<file path="config.mk">
export PLATFORM = sky130hd
export DESIGN_NAME = ncl_fullword_counter_sync
export DESIGN_NICKNAME = d
export VERILOG_FILES = /design/src/rtl/ncl_fullword_counter_sync.sv
export SDC_FILE = /design/constraint.sdc
export NUM_CORES = 1
export LEC_CHECK = 0
export BUFFER_PORTS_ARGS = -buffer_cell sky130_fd_sc_hd__buf_2
export CORE_MARGIN = 2
export CORE_UTILIZATION = 49
export DETAILED_ROUTE_END_ITERATION = 10
export PLACE_DENSITY = 0.86
export SYNTH_ARGS = -nofsm -noshare
export SYNTH_HDL_FRONTEND = slang
export SYNTH_SLANG_ARGS = --single-unit
</file>
<file path="constraint.sdc">
create_clock -name clk -period 1.8 [get_ports clk]
set_input_delay 0.09 -clock clk [delete_from_list [all_inputs] [get_ports clk]]
set_output_delay 0.09 -clock clk [all_outputs]
set_load 0.1 [all_outputs]
</file>
<file path="src/rtl/ncl_fullword_counter_sync.sv">
// ncl_fullword_counter_sync
//   Clocked WIDTH-bit counter that presents its value as a dual-rail word
//   under a 4-phase full-word-completeness handshake. Each count value is
//   sent as a DATA wavefront (cnt_t=count, cnt_f=~count, carry pair valid,
//   comp_out=1) followed by NULL (all rails 0, comp_out=0). The count
//   advances by STEP, up or down, once per completed DATA+NULL cycle, either
//   wrapping or saturating.
//
// Ports
//   clk       in   1      clock, all state on rising edge
//   init_n    in   1      synchronous reset, active low
//   en        in   1      1 = permit the next DATA wavefront
//   dir       in   1      1 = up, 0 = down; latched on NULL->DATA
//   ack_comp  in   1      consumer completeness: 0 = wants DATA, 1 = wants NULL
//   cnt_t     out  WIDTH  rail-1 of the count word
//   cnt_f     out  WIDTH  rail-0 of the count word
//   carry_t   out  1      rail-1 of the terminal carry
//   carry_f   out  1      rail-0 of the terminal carry
//   comp_out  out  1      1 iff the whole word (and carry) is DATA
module ncl_fullword_counter_sync #(
  parameter int unsigned      WIDTH      = 32,
  parameter int unsigned      STEP       = 1,
  parameter logic [WIDTH-1:0] INIT_VALUE = '0,
  parameter int unsigned      SATURATE   = 0
) (
  input  logic             clk,
  input  logic             init_n,
  input  logic             en,
  input  logic             dir,
  input  logic             ack_comp,
  output logic [WIDTH-1:0] cnt_t,
  output logic [WIDTH-1:0] cnt_f,
  output logic             carry_t,
  output logic             carry_f,
  output logic             comp_out
);

  typedef enum logic {
    S_NULL,
    S_DATA
  } state_t;

  // Step widened by one bit so the up-count carry falls out of the adder.
  localparam logic [WIDTH:0] STEP_X = (WIDTH + 1)'(STEP);

  state_t           state;
  state_t           state_next;
  logic [WIDTH-1:0] count;
  logic [WIDTH-1:0] count_next;
  logic             dir_l;
  logic [WIDTH:0]   sum_up;
  logic [WIDTH-1:0] diff_dn;
  logic             carry;

  // Arithmetic on the presented value with the direction latched at DATA
  // entry, so the carry shown during DATA matches the value committed later.
  always_comb begin
    sum_up  = {1'b0, count} + STEP_X;
    diff_dn = count - STEP_X[WIDTH-1:0];
    if (dir_l) begin
      carry      = sum_up[WIDTH];
      count_next = ((SATURATE != 0) && carry) ? '1 : sum_up[WIDTH-1:0];
    end else begin
      carry      = ({1'b0, count} < STEP_X);
      count_next = ((SATURATE != 0) && carry) ? '0 : diff_dn;
    end
  end

  // State register
  always_ff @(posedge clk) begin
    if (!init_n) begin
      state <= S_NULL;
    end else begin
      state <= state_next;
    end
  end

  // Count and latched direction
  always_ff @(posedge clk) begin
    if (!init_n) begin
      count <= INIT_VALUE;
      dir_l <= 1'b1;
    end else begin
      if (state == S_NULL && state_next == S_DATA) begin
        dir_l <= dir;
      end
      // Count commits on the DATA->NULL edge, after the consumer accepted it.
      if (state == S_DATA && ack_comp) begin
        count <= count_next;
      end
    end
  end

  // Next-state logic
  always_comb begin
    state_next = state;
    unique case (state)
      S_NULL: if (en && !ack_comp) state_next = S_DATA;
      S_DATA: if (ack_comp)        state_next = S_NULL;
      default:                     state_next = S_NULL;
    endcase
  end

  // Outputs are decoded from registered state only, so every rail changes
  // on the same clock edge and no mixed DATA/NULL word can appear.
  always_comb begin
    cnt_t    = '0;
    cnt_f    = '0;
    carry_t  = 1'b0;
    carry_f  = 1'b0;
    comp_out = 1'b0;
    if (state == S_DATA) begin
      cnt_t    = count;
      cnt_f    = ~count;
      carry_t  = carry;
      carry_f  = ~carry;
      comp_out = 1'b1;
    end
  end

endmodule

</file>
==> flow_summary_export.csv <==
group,metric,value,unit
timing,hold_viol_final,0,
logic_synthesis,synth-seq-cells,34,
clock_tree,htreeDepth,2,
power_and_ir_drop,swShare,40.5,%
logic_synthesis,yosysTopAreaCell,"dfxtp_1",
timing,slew_viol_final,0,
clock_tree,cts_tree,"built",
logic_synthesis,synthTopCellsByArea,"dfxtp_1, and2_1, nor2b_1",
clock_tree,clock_latency,320,ps
floorplanning,core,5610,sq um
timing,setup_slack,-667,ps
logic_synthesis,synth_edf_count,0,
routing,dr_wl_met2,6890,um
logic_synthesis,synth_common_cells,"and2_1, dfxtp_1, nor2b_1, nor2_1, a21oi_1",
global_routing,grt_max_degree,70,
critical_path,cp_data_arrival_time,2690,ps
clock_tree,cts-root-buf,"clkbuf_8",
routing,avgViaCountPerCell,7.02,
run_status,violations,"setup timing",
routing,top_layer_used,"met4",
timing,finalCritPeriodShare,137,%
placement,io_buffers,71,
routing,drt-wirelength-per-cell,26.2,um
clock_tree,cts_inserted_buffers,5,
routing,drc,0,
hold_path,hold_class,"input pin to register",
logic_synthesis,yosysWarningCount,0,
critical_path,path_class,"register to register",
power_and_ir_drop,power_density,434,nW/um^2
logic_synthesis,synthCells,387,
timing,fmax,405,MHz
floorplanning,die_x,80.7,um
logic_synthesis,seq_area_frac_synth,23.6,%
critical_path,crit_fanout,3,
logic_synthesis,synth_area,2880,sq um
timing,clock_skew,7.67,ps
final_layout,fillers,190,
logic_synthesis,synth.avg_cell_area,7.45,sq um
logic_synthesis,synth_top_flop_cell,"dfxtp_1",
timing,holdWs,66.2,ps
critical_path,critPathCaptureType,"register",
routing,dr.first_iter.drc_count,737,
floorplanning,io_pins,72,
floorplanning,rows,27,
job,drv_cap,0,
logic_synthesis,ys_async_sr_fraction,0,%
power_and_ir_drop,max-vdd-ir-drop,0.758,mV
power_and_ir_drop,p_int,1320,uW
routing,routed_wirelength,16200,um
routing,vias,4329,
floorplanning,fp.dieH,80.7,um
placement,gp_congestion,1.04,
routing,detail-route-antenna-nets,0,
logic_synthesis,syn_nets,394,
clock_tree,clkSinkCount,34,
final_layout,design_area,5120,sq um
timing,period_needed,2470,ps
timing,setup_violations,30,
clock_tree,clk_pin_slew,70,ps
timing,rsz0062_at_grt,"true",
final_layout,area_growth,77.6,%
final_layout,seq_area,714,sq um
final_layout,layout-drive-gt1-share,65.0,%
timing,relSlewSlack,58.1,%
placement,post_dp_cell_area,4260,sq um
logic_synthesis,netlist.area_leader.share,23.6,%
floorplanning,initial_core_util,51.4,%
global_routing,grt_pass1_wl,20000,um
timing,worst_pin_slew,627,ps
final_layout,nNetsFinal,551,
global_routing,grt_usage,40.6,%
power_and_ir_drop,p_leak,0.00216,uW
global_routing,grt_pass1_vias,3956,
critical_path,required,2020,ps
placement,place_hpwl,7440,um
run_status,status,"finished, violations left",
global_routing,grt_overflow,0,
global_routing,antenna_found_initial,0,
clock_tree,cts_buffer_depth,2,
logic_synthesis,synth_cell_types,61,
power_and_ir_drop,p_comb_share,36.9,%
routing,wl_met3,2050,um
routing,wirelength_met1,5300,um
power_and_ir_drop,clock_power_share,28.4,%
routing,drtPass1Iterations,6,
power_and_ir_drop,p_seq_share,34.7,%
floorplanning,fp.dieArea,6510,sq um
final_layout,diodes,0,
power_and_ir_drop,switchingPower,899,uW
critical_path,start_kind,"register",
final_layout,multiInputGateArea,2690,sq um
[layout by cell type (no fill, tap or decap), types with 5 or more instances in the layout]
cell,n
dfxtp_4,6
nand4_1,10
nand3_1,5
and3_1,8
and2_2,29
a21oi_1,8
buf_6,20
dfxtp_2,9
a21oi_2,13
nor2b_2,6
buf_4,99
and2_1,5
dfxtp_1,19
nand2_1,18
nor2b_4,26
nor3_1,15
buf_2,16
mux2i_1,8
nor2_1,23
or3_1,5
clkbuf_8,6
o21ai_0,10
nand2b_1,6
inv_1,7
or4_4,11
clkbuf_4,53
xnor2_1,8
nor4_4,8
[critical path, cell delays in order, from the launching register on]
cell	delay, ps
dfxtp_2	340
or4_4	570
buf_4	160
buf_6	110
nor3_4	210
buf_4	140
nand4_1	110
buf_6	190
a211oi_4	230
mux2i_1	300
[final cells by class]
class	count	share of cell area (%)
tap	72	1.76
timing repair buffer	192	29.4
inverter	8	0.587
clock inverter	1	0.0978
multi-input combinational	303	52.5
sequential	34	14.0
clock buffer	7	1.69
[routing by layer]
layer / vias up / track usage [%]
li1: 1686 / -
met1: 1960 / 43.7
met2: 465 / 66.8
met3: 218 / 11.6
met4: 0 / 30.8
met5: - / 0
[stage by stage]
step | worst slack, ps | instances | utilization (%) | TNS (ps) | total power (uW)
3_3_place_gp | -201 | 587 | 75.9 | -2180 | 1420
4_1_cts | -540 | 605 | 83.0 | -3780 | 2070
6_report | -667 | 617 | 91.3 | -10590 | 2220
2_1_floorplan | -218 | 387 | - | -1330 | 1300
3_5_place_dp | -308 | 587 | 75.9 | -3730 | 1440
5_1_grt | -1020 | 617 | 91.3 | -13400 | 2280
[flip-flops by register name, indices dropped and copies added, names as in the netlist]
signal	flops
state	1
count	32
dir_l	1
[logic make-up after synthesis]
group	count (synthesis)	share of synthesized area (%)
compound gates	71	16.3
xor+xnor	12	3.65
fa+ha+maj	2	0.868
buf+inv	50	8.25
flops	34	23.6
mux	8	2.78
simple gates	210	44.5
[power groups by stage]
stage	clock (uW)	sequential (uW)	combinational [uW]
2_1_floorplan	0	791	506
6_report	630	770	820
3_5_place_dp	0	789	651
3_3_place_gp	0	789	635
4_1_cts	610	771	691
5_1_grt	665	771	841
[final timing paths]
| check | startpoint | to | slack (ps) | depth (start not counted) |
|---|---|---|---|---|
| worst max-delay path | count[10] | count[25] | -670 | 9 |
| worst min-delay path | en | state | 70 | 3 |
| worst max register to register | count[10] | count[25] | -670 | 9 |
| worst min register to register | count[28] | count[28] | 610 | 3 |
[what timing repair did]
item | 4_1_cts | 5_1_grt
pin swaps | 22 | 33
endpoints found under the setup margin | 90 | 84
endpoints found under the hold margin | 2 | 0
hold buffers | 2 | 0
setup buffers | 10 | 14
gates resized for setup | 52 | 115
Note: power is estimated with default switching activity, not from simulation.
